==> src/rtl/mem_stage_pkg.sv <==
// Shared state encoding and timing constants for the MEM pipeline stage.
package mem_stage_pkg;

   typedef enum logic [1:0] {
      ST_IDLE    = 2'd0,
      ST_WAIT_RD = 2'd1,
      ST_WAIT_WR = 2'd2
   } state_t;

   localparam int TIMEOUT_CYCLES = 16;
   localparam int CNT_W          = 5;

endpackage

==> src/rtl/mem_stage.sv <==
// MEM stage: turns EX loads/stores into a req/ack data-memory handshake with a
// bounded wait, and forwards ALU results and load data to writeback.
module mem_stage
   import mem_stage_pkg::*;
(
   input  logic        clk,
   input  logic        rst,
   input  logic        ex_valid,
   input  logic        mem_to_reg_in,
   input  logic        reg_to_mem_in,
   input  logic        ret_future_in,
   input  logic [3:0]  reg_rd_in,
   input  logic [15:0] alu_result_in,
   input  logic [15:0] store_data_in,
   output logic        stall_out,
   output logic        dmem_req,
   output logic        dmem_we,
   output logic [15:0] dmem_addr,
   output logic [15:0] dmem_wdata,
   input  logic [15:0] dmem_rdata,
   input  logic        dmem_ack,
   output logic        wb_valid,
   output logic [15:0] wb_data,
   output logic [3:0]  wb_rd,
   output logic        ret_wb,
   output logic        dmem_err
);

   localparam logic [CNT_W-1:0] CNT_LAST = CNT_W'(TIMEOUT_CYCLES - 1);

   state_t            r_state;
   state_t            w_state_nxt;
   logic [CNT_W-1:0]  r_cnt;
   logic              r_req;
   logic              r_we;
   logic [15:0]       r_addr;
   logic [15:0]       r_wdata;
   logic              r_wb_valid;
   logic [15:0]       r_wb_data;
   logic [3:0]        r_wb_rd;
   logic              r_ret_wb;
   logic              r_err;

   logic              w_accept;
   logic              w_ack;
   logic              w_timeout;

   // An ack only counts while a request is actually outstanding.
   always_comb begin
      w_state_nxt = r_state;
      w_accept    = 1'b0;
      w_timeout   = 1'b0;
      w_ack       = dmem_ack & r_req;
      case (r_state)
         ST_IDLE: begin
            if (ex_valid) begin
               w_accept = 1'b1;
               if (reg_to_mem_in)
                  w_state_nxt = ST_WAIT_WR;
               else if (mem_to_reg_in)
                  w_state_nxt = ST_WAIT_RD;
            end
         end
         ST_WAIT_RD, ST_WAIT_WR: begin
            if (w_ack) begin
               w_state_nxt = ST_IDLE;
            end else if (r_cnt == CNT_LAST) begin
               w_timeout   = 1'b1;
               w_state_nxt = ST_IDLE;
            end
         end
         default: w_state_nxt = ST_IDLE;
      endcase
   end

   always_ff @(posedge clk or posedge rst) begin
      if (rst)
         r_state <= ST_IDLE;
      else
         r_state <= w_state_nxt;
   end

   always_ff @(posedge clk or posedge rst) begin
      if (rst) begin
         r_cnt      <= '0;
         r_req      <= 1'b0;
         r_we       <= 1'b0;
         r_addr     <= '0;
         r_wdata    <= '0;
         r_wb_valid <= 1'b0;
         r_wb_data  <= '0;
         r_wb_rd    <= '0;
         r_ret_wb   <= 1'b0;
         r_err      <= 1'b0;
      end else begin
         r_wb_valid <= 1'b0;
         if (w_accept) begin
            r_wb_rd  <= reg_rd_in;
            r_ret_wb <= ret_future_in;
            if (reg_to_mem_in) begin
               r_req   <= 1'b1;
               r_we    <= 1'b1;
               r_addr  <= alu_result_in;
               r_wdata <= store_data_in;
               r_cnt   <= '0;
            end else if (mem_to_reg_in) begin
               r_req  <= 1'b1;
               r_we   <= 1'b0;
               r_addr <= alu_result_in;
               r_cnt  <= '0;
            end else begin
               r_wb_valid <= 1'b1;
               r_wb_data  <= alu_result_in;
            end
         end else if (r_state != ST_IDLE) begin
            if (w_ack) begin
               r_req <= 1'b0;
               r_we  <= 1'b0;
               if (r_state == ST_WAIT_RD) begin
                  r_wb_valid <= 1'b1;
                  r_wb_data  <= dmem_rdata;
               end
            end else begin
               r_cnt <= r_cnt + 1'b1;
               // Abandoned loads still retire so the destination register sees a defined zero.
               if (w_timeout) begin
                  r_req <= 1'b0;
                  r_we  <= 1'b0;
                  r_err <= 1'b1;
                  if (r_state == ST_WAIT_RD) begin
                     r_wb_valid <= 1'b1;
                     r_wb_data  <= '0;
                  end
               end
            end
         end
      end
   end

   assign stall_out  = (r_state != ST_IDLE);
   assign dmem_req   = r_req;
   assign dmem_we    = r_we;
   assign dmem_addr  = r_addr;
   assign dmem_wdata = r_wdata;
   assign wb_valid   = r_wb_valid;
   assign wb_data    = r_wb_data;
   assign wb_rd      = r_wb_rd;
   assign ret_wb     = r_ret_wb;
   assign dmem_err   = r_err;

endmodule

==> config.mk <==
export PLATFORM = sky130hd
export DESIGN_NAME = mem_stage
export DESIGN_NICKNAME = d
export VERILOG_FILES = /design/src/rtl/mem_stage_pkg.sv /design/src/rtl/mem_stage.sv
export SDC_FILE = /design/constraint.sdc
export NUM_CORES = 1
export LEC_CHECK = 0
export ABC_AREA = 1
export ABC_CLOCK_PERIOD_IN_PS = 1560
export BUFFER_PORTS_ARGS = -buffer_cell sky130_fd_sc_hd__buf_2
export CAP_MARGIN = 20
export CELL_PAD_IN_SITES_DETAIL_PLACEMENT = 0
export CELL_PAD_IN_SITES_GLOBAL_PLACEMENT = 1
export CORE_ASPECT_RATIO = 1.5
export CORE_MARGIN = 5
export CORE_UTILIZATION = 31
export CTS_CLUSTER_SIZE = 25
export DETAILED_ROUTE_END_ITERATION = 8
export PLACE_DENSITY = 0.8
export RECOVER_POWER = 25
export SYNTH_ARGS = -nofsm -noshare
export SYNTH_HDL_FRONTEND = slang
export SYNTH_SLANG_ARGS = --single-unit
==> constraint.sdc <==
create_clock -name clk -period 1.56 [get_ports clk]
set_input_delay 0.078 -clock clk [delete_from_list [all_inputs] [get_ports clk]]
set_output_delay 0.078 -clock clk [all_outputs]
set_load 0.005 [all_outputs]
==> summary.md, run 1 <==
| Metric | Value |
|---|---|
| Worst setup EP type | `register` |
| Max_slew headroom | `43.5%` |
| Worst-path fanout max | `8` |
| Detailed placement HPWL | `6.52 mm` |
| Worst-Skew Late Latency | `0.33 ns` |
| Post-synth cell types | `19` |
| Dominant cells by area after synthesis | `dfrtp_1 (53%), nand2_1 (19%), nand3_1 (9.0%), inv_1 (3.6%), o21ai_0 (3.2%)` |
| Final hold vios | `0` |
| Mapped Cells | `377` |
| Antenna viol nets, final | `0` |
| CP Class | `register to register` |
| First-pass GRT wire length | `14.5 mm` |
| Grt total ovfl | `0` |
| Largest net degree at the start of global routing | `33` |
| Vias/cell | `4.60` |
| WL/cell | `13.7 microns` |
| CTS clk-pin slew, worst paths | `0.05 ns` |
| Io pins | `117` |
| Yosys warning count | `0` |
| Crit path from | `r_cnt[1]` |
| CTS Root Cell | `clkbuf_16` |
| Clock Sinks | `64` |
| Number of port buffers | `116` |
| Max Buffers Root-to-Sink | `2` |
| Flops & latches, synth | `64` |
| Sequential Area | `1600 sq um` |
| Multi-input gate area | `1200 sq um` |
| DP Area | `3760 sq um` |
| TritonCTS buffer count | `9` |
| Synthesized cell area | `3010 sq um` |
| Syn Nets | `440` |
| CP top delay family | `adder cells` |
| Status | `completed` |
| Hold_sp | `alu_result_in[9]` |
| Final hold slack | `0.0249 ns` |
| Crit-path max cell delay | `0.35 ns` |
| F_max | `0.655 GHz` |
| Synth-to-Final Area Change | `46.6%` |
| Reg-to-reg startpoint | `r_cnt[1]` |
| Critical Path RT | `1.78 ns` |
| Worst slew pin tran | `0.843 ns` |
| Routed WL | `8.93 mm` |
| Slew Viols, Final | `0` |
| CTS tree | `yes` |
| Routability cong. | `0.798` |
| First DRT Iteration DRCs | `138` |
| Die Width | `90.5 microns` |
| Max-cap violations | `0` |
| Layout cells sized above 1 | `33.1%` |
| Detailed Routing Iterations Pass 1 | `4` |
| Cell row count | `44` |
| Critical-path cell list | `ha_2 > nand2_2 > nor2_1 > ha_2 > inv_2 > o21ai_2 > nand2_2 > buf_6 > nand3_1 > nand2_1` |
| Post-synth top area share | `53.2%` |
| Post-layout min period | `1.53 ns` |
| # diodes | `0` |
| HP Class | `primary input to register` |
| Worst Path Arrival | `1.75 ns` |
| Initial antenna violation count | `0` |
| Initial Util | `31.4%` |
| Avg Cell Area, Syn | `7.99 sq um` |
| Vias | `3005` |
| Setup violations, final | `0` |
| Die height | `131 microns` |
| Total negative slack | `0 ns` |
| Clock Skews | `0.00635 ns` |
| PwrDens | `1730 nW/um^2` |
| Worst Path Buf+Inv | `2` |
| Commonest non-fill, non-tap cell in the layout | `nand2_1` |
| VDD IR max | `0.817 mV` |
| Leakage Power | `2.51 nW` |
| GRT Util Overall | `15.3%` |
| DIE AREA | `11800 sq um` |
| Core box area | `9580 sq um` |
| Critical-path top delay cell | `dfrtp_1` |
| H-tree depth | `3` |
| Synth area leader | `dfrtp_1` |
| Vias in the first global route | `2974` |
| Commonest cells after routing, fill and taps aside | `nand2_1 (148), buf_2 (116), dfrtp_1 (64)` |
| Startpoint Class | `register` |
| Drt drc | `0` |
| Fin crit share | `97.9%` |
| Post-synthesis sequential area ratio | `53.2%` |
| Nets | `596` |
| Post-Layout Inst Area | `4410 sq um` |
| RSZ-0062 raised after global routing | `yes` |
| Filler Cells Inserted | `978` |
[per-layer routing]
metal | routed length [microns] | GRT usage, % | up-vias
met3 | 659 | 4.30 | 19
li1 | - | - | 1495
met1 | 3450 | 17.6 | 1384
met5 | 0 | 0 | -
met2 | 4550 | 25.9 | 107
met4 | 271 | 7.89 | 0
[state kept, by name, indices dropped and copies added, names as in the netlist]
| register | count |
|---|---|
| ret_wb | 1 |
| r_state | 2 |
| r_cnt | 5 |
| dmem_wdata | 16 |
| dmem_we | 1 |
| wb_valid | 1 |
| dmem_err | 1 |
| dmem_addr | 16 |
| dmem_req | 1 |
| wb_data | 16 |
| wb_rd | 4 |
[timing repair]
action | in CTS | in global routing
setup endpoints to repair | 15 | 53
buffers inserted | 4 | 5
pin swaps | 1 | 2
endpoints found under the hold margin | 37 | 0
resized for setup | 3 | 16
gates cloned | 0 | 0
hold buffers | 22 | 0
[worst paths after layout]
| kind | to | slack [ns] | cells past startpoint |
|---|---|---|---|
| worst min register to register | dmem_wdata[14] | 0.47 | 2 |
| worst min-delay path | dmem_addr[9] | 0.02 | 3 |
| max in group asynchronous | wb_data[7] | 0.47 | 4 |
| worst max register to register | wb_data[4] | 0.03 | 10 |
| worst max-delay path | wb_data[4] | 0.03 | 10 |
| min in group asynchronous | dmem_wdata[4] | 0.42 | 3 |
[worst register-to-register path, delay by kind of cell (launching register included)]
| kind | cells | cell delay [ns] |
|---|---|---|
| AO/OA/AOI/OAI | 1 | 0.11 |
| adder cells (fa/ha/maj) | 2 | 0.41 |
| buffers and inverters | 2 | 0.19 |
| flip-flops | 1 | 0.35 |
| AND/OR/NAND/NOR | 5 | 0.37 |
[power breakdown]
group / switching, mW / leakage, nW / internal, mW / total [mW]
logic: 1.56 / 1.56 / 1.32 / 2.89
registers: 0.404 / 0.810 / 2.36 / 2.76
clock network: 0.717 / 0.145 / 1.28 / 1.99
total: 2.69 / 2.51 / 4.96 / 7.64
[area by class of cell]
type / count / share of cell area [%]
clock buffers: 11 / 5.50
clock inverters: 5 / 1.28
inverters: 31 / 2.78
multi-input cells: 263 / 27.2
flip-flops and latches: 64 / 36.3
well taps: 115 / 3.26
repair buffers: 164 / 23.8
[Yosys cell counts]
cell type / number
nand2_1: 150
buf_2: 4
o21ai_1: 2
nor2_1: 22
buf_4: 8
a21oi_1: 2
nand2_4: 1
clkbuf_1: 4
ha_1: 4
nand3_1: 54
inv_2: 2
nor2_4: 3
buf_6: 3
o21ai_0: 19
nand2_2: 4
dfrtp_1: 64
o22ai_1: 1
o21bai_1: 1
inv_1: 29
[cells by family after synthesis]
group | count (synthesis) | synth area share, %
buffers and inverters | 50 | 8.14
DFF | 64 | 53.2
AOI/OAI and AO/OA | 25 | 4.28
adders and majority gates | 4 | 1.66
and+or+nand+nor | 234 | 32.7
[per-stage QoR]
stage | total power, mW | util, % | worst slack (ns) | std cells
CTS | 7.63 | 45.2 | 0.00873 | 648
floorplan | 4.20 | - | 0.000848 | 377
detailed placement | 5.45 | 39.3 | -0.000481 | 606
global route | 8.24 | 46.1 | -0.0429 | 653
finish | 7.64 | 46.1 | 0.0326 | 653
global placement | 5.39 | 39.3 | 0.0189 | 606
Note: power is estimated with default switching activity, not from simulation.
==> run 2: changes to the inputs <==
--- a/config.mk
+++ b/config.mk
@@ -5,18 +5,18 @@
 export SDC_FILE = /design/constraint.sdc
 export NUM_CORES = 1
 export LEC_CHECK = 0
-export ABC_AREA = 1
-export ABC_CLOCK_PERIOD_IN_PS = 1560
+export ABC_AREA = 0
+export ABC_CLOCK_PERIOD_IN_PS = 1500
 export BUFFER_PORTS_ARGS = -buffer_cell sky130_fd_sc_hd__buf_2
 export CAP_MARGIN = 20
 export CELL_PAD_IN_SITES_DETAIL_PLACEMENT = 0
 export CELL_PAD_IN_SITES_GLOBAL_PLACEMENT = 1
 export CORE_ASPECT_RATIO = 1.5
 export CORE_MARGIN = 5
-export CORE_UTILIZATION = 31
+export CORE_UTILIZATION = 36
 export CTS_CLUSTER_SIZE = 25
 export DETAILED_ROUTE_END_ITERATION = 8
-export PLACE_DENSITY = 0.8
+export PLACE_DENSITY = 0.84
 export RECOVER_POWER = 25
 export SYNTH_ARGS = -nofsm -noshare
 export SYNTH_HDL_FRONTEND = slang
==> constraint.sdc (replaced) <==
create_clock -name clk -period 1.5 [get_ports clk]
set_input_delay 0.075 -clock clk [delete_from_list [all_inputs] [get_ports clk]]
set_output_delay 0.075 -clock clk [all_outputs]
set_load 0.005 [all_outputs]
==> summary.md, run 2 <==
| Metric | Value |
|---|---|
| Status | `finished with violations` |
| Violated checks | `negative setup slack` |
| Detailed Routing Iterations Pass 1 | `4` |
| Cell with the most instances after synthesis | `nand2_1` |
| Post-Layout Inst Area | `4270 sq um` |
| Number of synthesized flops with an enable pin | `0` |
| Setup violations, final | `40` |
| Pre-CTS WS | `-0.281 ns` |
| Startpoint Class | `register` |
| Initial Util | `36.5%` |
| Met1 Track Usage GR | `19.3%` |
| M2 GR Usage | `27.7%` |
| Routed WL | `7.43 mm` |
| H-tree depth | `3` |
| Post-synthesis sequential area ratio | `58.3%` |
| DP Area | `3560 sq um` |
| Total power draw | `7.77 mW` |
| Total negative slack | `-5.81 ns` |
| Number of port buffers | `116` |
| Synthesized cell area | `2750 sq um` |
| CTS tree | `yes` |
| Worst slew pin tran | `0.862 ns` |
| Leakage Power | `2.20 nW` |
| F_max | `0.558 GHz` |
| Grt total ovfl | `0` |
| CTS clk-pin slew, worst paths | `0.05 ns` |
| Commonest cells after routing, fill and taps aside | `buf_2 (115), nand2_1 (74), dfrtp_1 (64)` |
| GRT Util Overall | `16.3%` |
| Grt peak-use layer | `met2` |
| CP Class | `register to register` |
| Routability cong. | `0.784` |
| Synth area leader | `dfrtp_1` |
| Avg Cell Area, Syn | `11.3 sq um` |
| Reg2reg path depth | `8` |
| Max Buffers Root-to-Sink | `2` |
| Vias | `2417` |
| WL/cell | `14.2 microns` |
| PwrDens | `1820 nW/um^2` |
| Drt drc | `0` |
| Max_slew headroom | `42.5%` |
| Core box area | `7510 sq um` |
| DIE AREA | `9510 sq um` |
| Asr flop ratio synth | `100%` |
| Layout cells sized above 1 | `43.7%` |
| Dominant cells by area after synthesis | `dfrtp_1 (58%), nand2_1 (10%), mux2_2 (5.3%), a22oi_1 (4.4%), mux2_4 (4.4%)` |
| Nets | `479` |
| Cell row count | `39` |
| Worst-Skew Late Latency | `0.32 ns` |
| Worst-path fanout max | `3` |
| Clock Sinks | `64` |
| Hold_sp | `dmem_rdata[11]` |
| Hold depth | `3` |
| Syn Nets | `306` |
| GR Util met3 | `5.21%` |
| Post-layout min period | `1.79 ns` |
| Die height | `117 microns` |
| Final hold slack | `0.0568 ns` |
| Post-synth cell types | `30` |
| VDD IR max | `1.12 mV` |
| Flops & latches, synth | `64` |
| Post-synth top cells | `nand2_1 (75), dfrtp_1 (64), o21ai_0 (18)` |
| Post-synth top area share | `58.3%` |
| Io pins | `117` |
| Die Width | `81.3 microns` |
| Critical Path RT | `1.71 ns` |
| First-pass GRT wire length | `11.7 mm` |
| Antenna viol nets, final | `0` |
| Final hold vios | `0` |
| TritonCTS buffer count | `9` |
| Worst setup EP type | `register` |
| Fin cells | `523` |
| Initial antenna violation count | `0` |
| Placed Instances | `466` |
| Final worst setup slack | `-0.293 ns` |
| Slew Viols, Final | `0` |
| Mapped Cells | `243` |
| Clock Skews | `0.00959 ns` |
| CTS Root Cell | `clkbuf_16` |
| First DRT Iteration DRCs | `121` |
| Largest net degree at the start of global routing | `65` |
| Detailed placement HPWL | `5.05 mm` |
| Commonest non-fill, non-tap cell in the layout | `buf_2` |
| Reg-to-reg startpoint | `r_cnt[1]` |
| Synth-to-Final Area Change | `55.7%` |
| Crit path from | `r_cnt[1]` |
| Fin crit share | `120%` |
| Worst Path Arrival | `2.00 ns` |
| HP Class | `primary input to register` |
| RSZ-0062 raised after global routing | `yes` |
| Finished Core Util | `56.9%` |
| Vias in the first global route | `2493` |
| Yosys warning count | `0` |
| # diodes | `0` |
| Vias/cell | `4.62` |
| Main synth FF type | `dfrtp_1` |
| Max-cap violations | `0` |
==> run 2: worst paths after layout <==
| kind | end | slack [ns] |
|---|---|---|
| hold / removal | wb_data[11] | 0.06 |
| min in group asynchronous | dmem_addr[15] | 0.61 |
| setup reg to reg | r_state[0] | -0.29 |
| max in group asynchronous | dmem_wdata[3] | 0.32 |
| hold reg to reg | dmem_addr[5] | 0.47 |
| setup / recovery | r_state[0] | -0.29 |
==> run 2: kinds of logic after synthesis <==
group	count (synthesis)	synth area share (%)
multiplexers	21	9.71
XOR/XNOR	2	0.638
AO/OA/AOI/OAI	49	12.2
AND/OR/NAND/NOR	85	13.0
adder cells (fa/ha/maj)	4	1.82
flip-flops	64	58.3
buffers and inverters	18	4.28
==> run 2: area by class of cell <==
type	instances	area, sq um
Fill cell	662	3240
Inverter	6	26.3
Timing Repair Buffer	174	1150
Tap cell	102	128
Clock buffer	13	260
Clock inverter	3	40.0
Sequential cell	64	1600
Multi-Input combinational cell	161	1060
==> run 2: routing by layer <==
layer	wire length [microns]	up-vias
met5	0	-
met4	59	0
met3	541	4
met2	3880	84
met1	2950	1152
li1	-	1177
==> run 2: report_power, final <==
group | switching (mW) | internal, mW
Combinational | 1.33 | 1.52
Sequential | 0.384 | 2.47
Clock | 0.694 | 1.37
==> run 2: worst max-delay path, stage by stage (launching register included) <==
cell     delay (ns)
dfrtp_1        0.38
ha_2           0.19
and3_4         0.19
ha_4           0.15
buf_4          0.12
buf_6          0.11
and3b_2        0.27
o31ai_2        0.07
a22o_1         0.20
==> run 2: repair_timing <==
action,in CTS,in global routing
hold buffers,38,0
setup buffers,1,2
hold endpoints to repair,101,0
endpoints found under the setup margin,39,59
pin swaps,2,5
gates resized for setup,2,7
